$ cat config.mk
export PLATFORM = sky130hd
export DESIGN_NAME = ex_mem_pipe_stage
export DESIGN_NICKNAME = d
export VERILOG_FILES = /design/src/rtl/ex_mem_pipe_stage.sv
export SDC_FILE = /design/constraint.sdc
export NUM_CORES = 1
export LEC_CHECK = 0
export BUFFER_PORTS_ARGS = -buffer_cell sky130_fd_sc_hd__buf_2
export CAP_MARGIN = 20
export CORE_ASPECT_RATIO = 2
export CORE_MARGIN = 2
export CORE_UTILIZATION = 54
export DETAILED_ROUTE_END_ITERATION = 8
export GPL_TIMING_DRIVEN = 0
export PLACE_DENSITY = 0.8
export SLEW_MARGIN = 15
export SYNTH_ARGS = -nofsm -noshare
export SYNTH_HDL_FRONTEND = slang
export SYNTH_SLANG_ARGS = --single-unit
$ cat constraint.sdc
create_clock -name clk -period 2.4 [get_ports clk]
set_input_delay 0 -clock clk [delete_from_list [all_inputs] [get_ports clk]]
set_output_delay 0 -clock clk [all_outputs]
set_load 0.1 [all_outputs]
$ cat src/rtl/ex_mem_pipe_stage.sv
// EX->MEM pipeline register with a valid/ready handshake and a two-entry skid buffer.
// in_ready is registered, so a MEM-side stall never forms a combinational path back into EX.
module ex_mem_pipe_stage #(
    parameter int XLEN       = 32,
    parameter int RA_W       = 5,
    parameter int MODE_W     = 3,
    parameter bit ZERO_RD_WB = 1'b1
) (
    input  logic              clk,
    input  logic              rst_n,
    input  logic              flush,
    input  logic              in_valid,
    output logic              in_ready,
    input  logic              regWrite_E,
    input  logic              memWrite_E,
    input  logic              memRead_E,
    input  logic              resultScr_E,
    input  logic [XLEN-1:0]   alu_rsl_E,
    input  logic [XLEN-1:0]   write_Data_E,
    input  logic [RA_W-1:0]   rd_E,
    input  logic [MODE_W-1:0] mode_E,
    output logic              out_valid,
    input  logic              out_ready,
    output logic              regWrite_M,
    output logic              memWrite_M,
    output logic              memRead_M,
    output logic              resultScr_M,
    output logic [XLEN-1:0]   alu_rsl_M,
    output logic [XLEN-1:0]   write_Data_M,
    output logic [RA_W-1:0]   rd_M,
    output logic [MODE_W-1:0] mode_M
);

    typedef struct packed {
        logic              reg_write;
        logic              mem_write;
        logic              mem_read;
        logic              result_src;
        logic [XLEN-1:0]   alu_rsl;
        logic [XLEN-1:0]   write_data;
        logic [RA_W-1:0]   rd;
        logic [MODE_W-1:0] mode;
    } bundle_t;

    typedef enum logic [1:0] {
        EMPTY = 2'd0,
        BUSY  = 2'd1,
        FULL  = 2'd2
    } state_t;

    state_t  state_q, state_d;
    bundle_t main_q, skid_q, in_bundle;
    logic    in_ready_q;
    logic    in_fire, out_fire;
    logic    load_main_in, load_main_skid, load_skid;

    // Writes to x0 are squashed at capture so MEM/WB never see a bogus regWrite.
    always_comb begin
        in_bundle            = '0;
        in_bundle.reg_write  = regWrite_E & ((ZERO_RD_WB == 1'b0) | (rd_E != '0));
        in_bundle.mem_write  = memWrite_E;
        in_bundle.mem_read   = memRead_E;
        in_bundle.result_src = resultScr_E;
        in_bundle.alu_rsl    = alu_rsl_E;
        in_bundle.write_data = write_Data_E;
        in_bundle.rd         = rd_E;
        in_bundle.mode       = mode_E;
    end

    assign in_ready  = in_ready_q;
    assign out_valid = (state_q != EMPTY);
    assign in_fire   = in_valid & in_ready_q & ~flush;
    assign out_fire  = out_valid & out_ready;

    always_comb begin
        state_d        = state_q;
        load_main_in   = 1'b0;
        load_main_skid = 1'b0;
        load_skid      = 1'b0;
        case (state_q)
            EMPTY: begin
                if (in_fire) begin
                    state_d      = BUSY;
                    load_main_in = 1'b1;
                end
            end
            BUSY: begin
                if (in_fire && !out_fire) begin
                    state_d   = FULL;
                    load_skid = 1'b1;
                end else if (in_fire && out_fire) begin
                    load_main_in = 1'b1;
                end else if (out_fire) begin
                    state_d = EMPTY;
                end
            end
            FULL: begin
                // Skid always drains into main before any new entry, keeping FIFO order.
                if (out_fire) begin
                    state_d        = BUSY;
                    load_main_skid = 1'b1;
                end
            end
            default: state_d = EMPTY;
        endcase
        if (flush) begin
            state_d        = EMPTY;
            load_main_in   = 1'b0;
            load_main_skid = 1'b0;
            load_skid      = 1'b0;
        end
    end

    always_ff @(posedge clk or negedge rst_n) begin
        if (!rst_n) begin
            state_q    <= EMPTY;
            in_ready_q <= 1'b0;
        end else begin
            state_q    <= state_d;
            in_ready_q <= (state_d != FULL);
        end
    end

    always_ff @(posedge clk or negedge rst_n) begin
        if (!rst_n) begin
            main_q <= '0;
            skid_q <= '0;
        end else begin
            if (load_main_in)
                main_q <= in_bundle;
            else if (load_main_skid)
                main_q <= skid_q;
            if (load_skid)
                skid_q <= in_bundle;
        end
    end

    // Control is qualified by out_valid; data simply holds the last captured value.
    assign regWrite_M   = main_q.reg_write  & out_valid;
    assign memWrite_M   = main_q.mem_write  & out_valid;
    assign memRead_M    = main_q.mem_read   & out_valid;
    assign resultScr_M  = main_q.result_src & out_valid;
    assign alu_rsl_M    = main_q.alu_rsl;
    assign write_Data_M = main_q.write_data;
    assign rd_M         = main_q.rd;
    assign mode_M       = main_q.mode;

endmodule

After elaboration in Yosys (flattened, before gate mapping)
Cells that the tools add are included.

Word-level logic and storage cells: 57. Flip-flop bits (word level): 155. Input port bits: 81.

Eq/ne operators: 3. Reductions and logical operators: 7. Mux-type cells: 20. Bitwise operators: 9.

Operator list (number): $mux 76 (2); $mux 2 (6); $mux 1 (10); $and 1x1->1 (8); $pmux 2 s3 (1); $reduce_bool 5->1 (1); $reduce_bool 2->1 (2); $eq 2x1->1 const B (1); $eq 2x2->1 const B (1); $logic_and 1x1->1 (2); $logic_not 2->1 (1); $ne 2x2->1 const B (1); $pmux 1 s2 (1); $logic_not 1->1 (1); $not 1->1 (1).

Depth between registers and ports, before layout
Gate-level depths: netlist of the first run.

Word-level depth: 8. Gate-level depth with buffers: 7.

Worst setup path after synthesis of the first run
OpenSTA, ideal clock, no wires.

Path type: register to register. From: register in_ready_q, in the netlist in_ready. To: register main_q (netlist bit write_Data_M[2]). Stages on the path, launching flop included: 8. Data arrival time: 2.334 ns. Clock period less this slack: 2.471 ns. Setup time: 0.137 ns. Slack: -0.071 ns. Cell sequence: dfrtp_1 > nand2_1 > or4_1 > clkbuf_1 > buf_4 > buf_4 > mux2i_1 > a21oi_1.

Longest elaborated chain between the ends: 8.

RTL lines: start, declared (RTL line 53) `logic in_ready_q;`; start signal, assigned (RTL line 120) `in_ready_q <= (state_d != FULL);`; $and 1x1->1 * (2 in series) (RTL line 72) `assign in_fire = in_valid & in_ready_q & ~flush;`; $logic_and 1x1->1 (RTL line 91) `end else if (in_fire && out_fire) begin`; $mux 1 (RTL line 91); $mux 1 (RTL line 88) `if (in_fire && !out_fire) begin`; $pmux 1 s2 * (RTL line 80) `case (state_q)`; $mux 1 * (RTL line 106) `if (flush) begin`; $mux 76 or $reduce_bool 2->1 (tied branches); end signal, assigned (RTL line 130) `main_q <= in_bundle;`; end signal, assigned (RTL line 132) `main_q <= skid_q;`; end, declared (RTL line 52) `bundle_t main_q, skid_q, in_bundle;`.

Every way passes the cells marked *; elsewhere a longest branch is shown, timed or not. A chain may end at the register's enable or synchronous reset.

Worst setup path in the final report of the first run
From: register state_q[1]. To: register main_q (netlist bit write_Data_M[12]).

Longest elaborated chain between the ends: 8.

RTL lines: start, declared (RTL line 51) `state_t state_q, state_d;`; start signal, assigned (RTL line 119) `state_q <= state_d;`; $reduce_bool 2->1 (RTL line 71) `assign out_valid = (state_q != EMPTY);`; $and 1x1->1 (RTL line 73) `assign out_fire = out_valid & out_ready;`; $logic_and 1x1->1 or $logic_not 1->1 (tied branches) (RTL line 91, 88); $mux 1 or $logic_and 1x1->1 (tied branches) (RTL line 91, 88); $mux 1 (RTL line 88); $pmux 1 s2 (RTL line 80); $mux 1 (RTL line 106); $mux 76 or $reduce_bool 2->1 (tied branches).

Parallel ways exist; a longest one is shown, timed or not.

==> flow_summary.ini, run 1 <==
[detailed_routing]
drt-initial-drc-count = 202
vias = 5341
via_per_inst = 5.27
drt_wl_total_mm = 17.6
antenna_left = 0
route.detailed.wl_per_inst_um = 17.4
route.detailed.drc = 0
dr.pass1.iters = 5

[sta]
period_share = 0.914
max_freq_mhz = 456
setup_viol = 0
hold_viol_final = 0
tightest_slew_ps = 606
min_period_ps = 2190
relSlewSlack = 0.596
fin_skew_ps = 9.02
slew_violations = 0
setup_slack_ps = 208

[outcome]
run_status = finished, final reports clean

[yosys]
synth_top_area_share = 0.542
ys_warn_count = 0
synth_nets = 672
ys_seq_area_frac = 0.542
synth_top_cells_by_area = dfrtp_1 (54%), mux2i_1 (11%), buf_4 (8.0%)
synth-main-ff-cell = dfrtp_1
avgSynthCellArea_um2 = 12.1
synth.distinct_cells = 27
netlist_instances = 591
synth_edf_count = 0
synth_seq_cells = 155
synth_area_mm2 = 0.00716
async_flop_share = 1.00
synth_top_cell_by_area = dfrtp_1

[min_path]
hold_class = input port to asynchronous set/reset pin

[final_layout]
final_common_cell = buf_2
regArea_mm2 = 0.00388
layout_common_cells = buf_2 (169), dfrtp_1 (154), dlygate4sd3_1 (80)
drive_gt1_frac = 0.417
synthToLayoutAreaGrowth_pct = 33.9
final_area_mm2 = 0.00959
multi_input_area_mm2 = 0.00255
final_nets = 930
fill_cells = 826

[worst_setup_path]
reg2reg_to = write_Data_M[12]
path_max_fanout = 10
startpoint = state_q[1]
crit_chain = nand4b_1, a31oi_1, clkbuf_1, clkbuf_1, a21oi_1
crit_top_cell = clkbuf_1
r2r_cells = 5
slowest_delay_ps = 450
cp-start-kind = flop
critical_path_class = flop to flop
crit_path_end_kind = flop
crit_buf_inv = 2
cp_slowest_cell = dfrtp_1
cp_data_required_time_ps = 2670
critPathTopFamily = buffers and inverters
worstPathArrival_ps = 2460
r2r_start = state_q[1]
r2r_slack_ps = 210

[global_routing]
grtUsageMet1 = 0.266
grt.met2_usage = 0.478
overflow = 0
grt_busiest_layer = met2
grt_pass1_vias = 5974
grt_max_degree = 80
grt_pass1_wl_mm = 28.5
use_met3 = 0.0426
grt_usage = 0.255
antenna_found_initial = 0

[placement]
gp_congestion = 0.822
hpwl_mm = 11.6
pre_cts_slack_ps = 103
post_dp_cell_area_mm2 = 0.00818
portBuffers = 158

[cts]
cts_tree = yes
root_buffer = clkbuf_16
clockBufferDepth = 2
htreeDepth = 4
clk_latency_ps = 410
cts_setup_buffers = 0
cts.sinks = 155
numCtsBuffers = 17
cts.clk_slew.worst_paths_ps = 60

[floorplanning]
die_area_mm2 = 0.0143
start_util = 0.551
fp.dieW_um = 85.4
boundaryPins = 159
die_h_um = 167
core-area_mm2 = 0.0130
row_count = 59

[flow_run]
cap_viol_max_count = 0

[pwr]
p_leak_nw = 4.99
power.density_mw_per_mm2 = 1140
ir_worst_vdd_mv = 1.14
routing by layer:
layer / routed length (um) / up-vias
met4: 639 / 0
met1: 6320 / 2663
met5: 0 / -
met2: 10100 / 161
met3: 608 / 47
li1: - / 2470
what timing repair did:
item,4_1_cts,5_1_grt
resized for setup,0,2
hold endpoints to repair,233,0
hold buffers,80,0
setup endpoints to repair,0,70
through the flow:
stage          instances  hold slack, ps   util  power (mW)  TNS (ps)
5_1_grt             1013             210  0.738        11.4     -11.0
3_5_place_dp         902            21.3  0.630        8.11         0
3_3_place_gp         901             229  0.627        7.95   -117720
2_1_floorplan        591            -296      -        7.36         0
4_1_cts             1013             172  0.738        11.0         0
6_report            1014             151  0.738        11.0         0
where the power goes:
group | internal [mW] | switching (mW) | leakage [nW] | total [mW]
clock network | 1.67 | 1.08 | 0.287 | 2.75
logic | 1.38 | 3.12 | 2.85 | 4.50
registers | 3.32 | 0.401 | 1.85 | 3.72
total | 6.37 | 4.59 | 4.99 | 11.0
state kept, by name, summed over array words and instances (netlist names):
signal and flops:
skid_q 76, alu_rsl_M 32, write_Data_M 32, rd_M 5, main_q 4, mode_M 3
state_q 2, in_ready 1
worst max path at each step:
stage | depth (start not counted) | slack [ps] | to
floorplan | 7 | 240 | write_Data_M[2]
global placement | 1 | -1030 | in_ready
detailed placement | 6 | 100 | write_Data_M[24]
CTS | 6 | 50 | write_Data_M[24]
global route | 5 | -9 | write_Data_M[24]
finish | 5 | 210 | write_Data_M[12]
synth_stat cells, types with 2 or more instances:
cell	count
mux2_2	47
nor2b_1	5
a21oi_1	76
o21ai_0	2
buf_6	4
mux2_4	28
buf_2	12
or4_1	2
buf_1	2
dfrtp_1	155
nor2_1	77
buf_4	76
clkbuf_1	12
mux2i_1	77
a31oi_1	2
nand2_1	3
kinds of logic (layout without fill, tap and decap cells):
kind of cell / Yosys count / after routing / share of synthesized area
AOI/OAI and AO/OA: 81 / 81 / 0.0573
and+or+nand+nor: 96 / 96 / 0.0584
DFF: 155 / 155 / 0.542
other: 0 / 1 / 0
muxes: 152 / 152 / 0.240
buffers and inverters: 107 / 377 / 0.102
final cells by class:
type,instances,area share
multi-input combinational,329,0.266
antenna,1,0.000261
buffer,106,0.0761
inverter,1,0.000391
timing repair buffer,239,0.170
clock buffer,19,0.0462
sequential,155,0.405
tap,152,0.0198
clock inverter,12,0.0168
Note: power is estimated with default switching activity, not from simulation.
==> run 2, diff against run 1 <==
--- a/config.mk
+++ b/config.mk
@@ -7,12 +7,10 @@
 export LEC_CHECK = 0
 export BUFFER_PORTS_ARGS = -buffer_cell sky130_fd_sc_hd__buf_2
 export CAP_MARGIN = 20
-export CORE_ASPECT_RATIO = 2
-export CORE_MARGIN = 2
-export CORE_UTILIZATION = 54
+export CORE_ASPECT_RATIO = 0.7
+export CORE_UTILIZATION = 30
 export DETAILED_ROUTE_END_ITERATION = 8
 export GPL_TIMING_DRIVEN = 0
-export PLACE_DENSITY = 0.8
 export SLEW_MARGIN = 15
 export SYNTH_ARGS = -nofsm -noshare
 export SYNTH_HDL_FRONTEND = slang
==> run 2 against run 1 <==
Design area grew 1.8%. Die area grew 72%. Core utilization shrank 31 points. Sequential cell count is the same. Global-route usage shrank 11 points. Wire length shrank 3.1%.
==> flow_summary.ini, run 2 (synthesized netlist as in run 1, its figures left out) <==
[final_layout]
final_common_cell = buf_2
n_antenna_cell = 0
instances_no_fill = 1174
layout_common_cells = buf_2 (169), dfrtp_1 (154), dlygate4sd3_1 (80)
final_nets = 930
synthToLayoutAreaGrowth_pct = 36.3
post-route-util = 0.424
largest_register_ffs = 76
final_area_mm2 = 0.00976
drive_gt1_frac = 0.421
regMostFlops = skid_q

[floorplanning]
boundaryPins = 159
start_util = 0.311
die_h_um = 131
row_count = 46
die_area_mm2 = 0.0245
fp.dieW_um = 187
core-area_mm2 = 0.0230

[detailed_routing]
antenna_left = 0
route.detailed.wl_per_inst_um = 14.5
drt_wl_total_mm = 17.1
route.detailed.drc = 0
drt-initial-drc-count = 196
vias = 5068
dr.pass1.iters = 4
via_per_inst = 4.32

[sta]
setup_viol = 0
relSlewSlack = 0.620
hold_viol_final = 0
tightest_slew_ps = 570
max_freq_mhz = 463
min_period_ps = 2160
fin_skew_ps = 10.3
rsz0062_at_grt = no
slew_violations = 0
period_share = 0.900
setup_tns_ps = 0

[pwr]
ir_worst_vdd_mv = 0.596
power_mw = 10.8
power.density_mw_per_mm2 = 1100
p_leak_nw = 4.98

[cts]
cts.clk_slew.worst_paths_ps = 70
root_buffer = clkbuf_16
numCtsBuffers = 17
htreeDepth = 4
cts_tree = yes
cts.sinks = 155
clk_latency_ps = 420
clockBufferDepth = 2

[global_routing]
grt_pass1_vias = 5258
grt_usage = 0.144
antenna_found_initial = 0
overflow = 0
grt_max_degree = 86
grt_pass1_wl_mm = 28.0

[worst_setup_path]
reg2reg_to = write_Data_M[13]
crit_path_end_kind = flop
crit_chain = nand4bb_1, a31oi_1, clkbuf_2, buf_1, nor2_1, a21oi_1
path_max_fanout = 10
cp-start-kind = flop
worstPathArrival_ps = 2500
crit_buf_inv = 2
critical_path_class = flop to flop
cp_slowest_cell = dfrtp_1
r2r_start = state_q[1]
r2r_slack_ps = 240
critPathTopFamily = buffers and inverters
r2r_cells = 6
cp_data_required_time_ps = 2740
slowest_delay_ps = 460

[min_path]
hold_class = input port to asynchronous set/reset pin

[outcome]
run_status = finished, final reports clean

[placement]
dp.cells = 1062
portBuffers = 158
post_dp_cell_area_mm2 = 0.00838
hpwl_mm = 11.4
gp_congestion = 0.713

[flow_run]
cap_viol_max_count = 0
-- run 2: changes by cell type in the layout (fill, tap and decap cells not counted) --
cell | before | now
clkinv_4 | 1 | 4
clkbuf_1 | 12 | 9
diode_2 | 1 | 0
inv_8 | 0 | 2
bufinv_16 | 3 | 1
clkbuf_2 | 1 | 3
inv_6 | 4 | 2
clkinv_2 | 1 | 2
-- run 2: worst max path at each step --
stage | startpoint | endpoint | cells after the start
2_1_floorplan | in_ready | write_Data_M[2] | 7
3_3_place_gp | rst_n | in_ready | 1
3_5_place_dp | state_q[1] | alu_rsl_M[8] | 5
4_1_cts | state_q[1] | write_Data_M[9] | 5
5_1_grt | state_q[1] | write_Data_M[13] | 6
6_report | state_q[1] | write_Data_M[13] | 6
-- run 2: power by group --
group / total (mW) / leakage [nW] / switching, mW / internal (mW)
Combinational: 4.43 / 2.86 / 3.05 / 1.38
Sequential: 3.67 / 1.85 / 0.355 / 3.31
Clock: 2.66 / 0.277 / 1.18 / 1.48
-- run 2: cell type report --
type / count / area (um2)
clock buffer: 18 / 439
inverter: 1 / 3.75
multi-input combinational: 329 / 2550
fill: 2253 / 13300
tap: 312 / 390
buffer: 106 / 732
clock inverter: 14 / 138
timing repair buffer: 239 / 1630
sequential: 155 / 3880
-- run 2: what timing repair did --
action | in CTS | in global routing
hold endpoints to repair | 225 | 0
setup buffers | 0 | 0
setup endpoints to repair | 11 | 20
gates resized for setup | 1 | 4
hold buffers | 80 | 0
-- run 2: stage by stage --
step	setup slack, ps	hold slack [ps]
final	241	105
after CTS	65.7	116
after global placement	-1510	246
after detailed placement	-2.22	4.45
after global routing	23.2	149
after floorplan	240	-296
-- run 2: metal layers --
metal,up-vias,global-route usage,part of all wire
li1,2464,-,-
met1,2488,0.198,0.49
met2,104,0.225,0.46
met3,12,0.0369,0.041
met4,0,0.0410,0.010
met5,-,0,0
==> run 3, diff against run 2 <==
--- a/config.mk
+++ b/config.mk
@@ -5,6 +5,7 @@
 export SDC_FILE = /design/constraint.sdc
 export NUM_CORES = 1
 export LEC_CHECK = 0
+export ABC_CLOCK_PERIOD_IN_PS = 2500
 export BUFFER_PORTS_ARGS = -buffer_cell sky130_fd_sc_hd__buf_2
 export CAP_MARGIN = 20
 export CORE_ASPECT_RATIO = 0.7
==> constraint.sdc (replaced) <==
create_clock -name clk -period 2.5 [get_ports clk]
set_input_delay 0 -clock clk [delete_from_list [all_inputs] [get_ports clk]]
set_output_delay 0 -clock clk [all_outputs]
set_load 0.1 [all_outputs]
==> run 3 against run 2 <==
Combinational power decreased by 4%. Critical path depth down 1. Largest cell class unchanged. Sequential cell count unchanged. Sequential power fell by 4%. First-iteration DRC count shrank 2.6%.
==> flow_summary.ini, run 3 (synthesized netlist as in run 1, its figures left out) <==
[sta]
min_period_ps = 2270
fin_skew_ps = 8.86
period_share = 0.908
max_freq_mhz = 441
relSlewSlack = 0.560
setup_viol = 0
hold_viol_final = 0
whs_ps = 120
slew_violations = 0
rsz0062_at_grt = no
tightest_slew_ps = 660

[global_routing]
antenna_found_initial = 0
grt_pass1_wl_mm = 28.4
grt_pass1_vias = 5366
grt_usage = 0.149
grt_max_degree = 85
overflow = 0

[outcome]
run_status = finished, final reports clean

[final_layout]
synthToLayoutAreaGrowth_pct = 36.8
fill_cells = 2237
n_antenna_cell = 0
drive_gt1_frac = 0.417
final_nets = 930
final_area_mm2 = 0.00980
instances_no_fill = 1173
regMostFlops = skid_q
layout_common_cells = buf_2 (169), dfrtp_1 (155), dlygate4sd3_1 (80)
post-route-util = 0.425
multi_input_area_mm2 = 0.00255
largest_register_ffs = 76
regArea_mm2 = 0.00388
final_common_cell = buf_2

[detailed_routing]
route.detailed.drc = 0
dr.pass1.iters = 4
drt-initial-drc-count = 191
via_per_inst = 4.33
wl_met1_mm = 8.65
route.detailed.wl_per_inst_um = 14.7
dr_wl_met2_mm = 7.59
met3_length_um = 833
antenna_left = 0
drt_wl_total_mm = 17.2
vias = 5074
top_layer = met4

[worst_setup_path]
cp_data_required_time_ps = 2780
crit_path_end_kind = flop
path_max_fanout = 10
critical_path_class = flop to flop
worstPathArrival_ps = 2550
cp-start-kind = flop

[pwr]
p_leak_nw = 5.00
power_mw = 10.5
power.density_mw_per_mm2 = 1070
power.switching_mw = 4.33
p_int_mw = 6.19
pwr-share-seq = 0.335
p_clk_frac = 0.260
sw_frac_of_total = 0.412
comb_power_share = 0.405
ir_worst_vdd_mv = 0.684

[floorplanning]
row_count = 46
start_util = 0.311
boundaryPins = 159
fp.dieW_um = 187
core-area_mm2 = 0.0230
die_area_mm2 = 0.0245
die_h_um = 131

[cts]
numCtsBuffers = 17
cts.sinks = 155
root_buffer = clkbuf_16
clk_latency_ps = 430
clockBufferDepth = 2
cts.clk_slew.worst_paths_ps = 60
cts_setup_buffers = 0
cts_tree = yes
htreeDepth = 4

[placement]
dp.cells = 1062
portBuffers = 158
gp_congestion = 0.689
hpwl_mm = 11.4
post_dp_cell_area_mm2 = 0.00838

[flow_run]
cap_viol_max_count = 0

[min_path]
hold_class = input port to flop
[run 3: path summary, 6_finish.rpt]
kind,start,endpoint,slack (ps),cells after the start
min in group asynchronous,rst_n,write_Data_M[8],170,2
worst max register to register,state_q[1],write_Data_M[26],230,5
worst max-delay path,state_q[1],write_Data_M[26],230,5
worst min-delay path,in_valid,state_q[1],120,5
max in group asynchronous,rst_n,alu_rsl_M[9],1530,3
worst min register to register,skid_q[75],skid_q[75],500,2
[run 3: metrics by stage]
stage / worst slack (ps) / setup TNS, ps
6_report: 230 / 0
5_1_grt: 28.2 / 0
4_1_cts: 119 / 0
3_5_place_dp: -17.5 / -33.2
3_3_place_gp: -1090 / -166240
2_1_floorplan: 28.6 / 0
[run 3: layout make-up]
| class | instances | area share |
|---|---|---|
| buffer | 106 | 0.0746 |
| clock buffer | 19 | 0.0452 |
| clock inverter | 12 | 0.0175 |
| inverter | 1 | 0.000383 |
| multi-input combinational | 329 | 0.260 |
| sequential | 155 | 0.396 |
| tap | 312 | 0.0399 |
| timing repair buffer | 239 | 0.166 |
[run 3: metal layers]
metal | global-route usage | vias to the layer above
met3 | 0.0478 | 12
met2 | 0.223 | 106
li1 | - | 2468
met5 | 0 | -
met4 | 0.0378 | 0
met1 | 0.206 | 2488
[run 3: what timing repair did]
action | CTS | global route
endpoints found under the hold margin | 238 | 0
setup endpoints to repair | 19 | 10
hold buffers | 80 | 0
resized for setup | 1 | 2
[run 3: power by group through the flow]
| stage | sequential (mW) | combinational, mW | clock (mW) |
|---|---|---|---|
| floorplan | 3.47 | 3.59 | 0 |
| global placement | 3.54 | 4.14 | 0 |
| detailed placement | 3.56 | 4.17 | 0 |
| CTS | 3.52 | 4.29 | 2.83 |
| global route | 3.61 | 4.50 | 2.93 |
| finish | 3.53 | 4.26 | 2.74 |
[run 3: critical path: stages, from the launching register on]
cell	delay [ps]
dfrtp_1	460
nand4bb_1	250
a31oi_1	340
clkbuf_1	480
clkbuf_1	450
a21oi_1	140
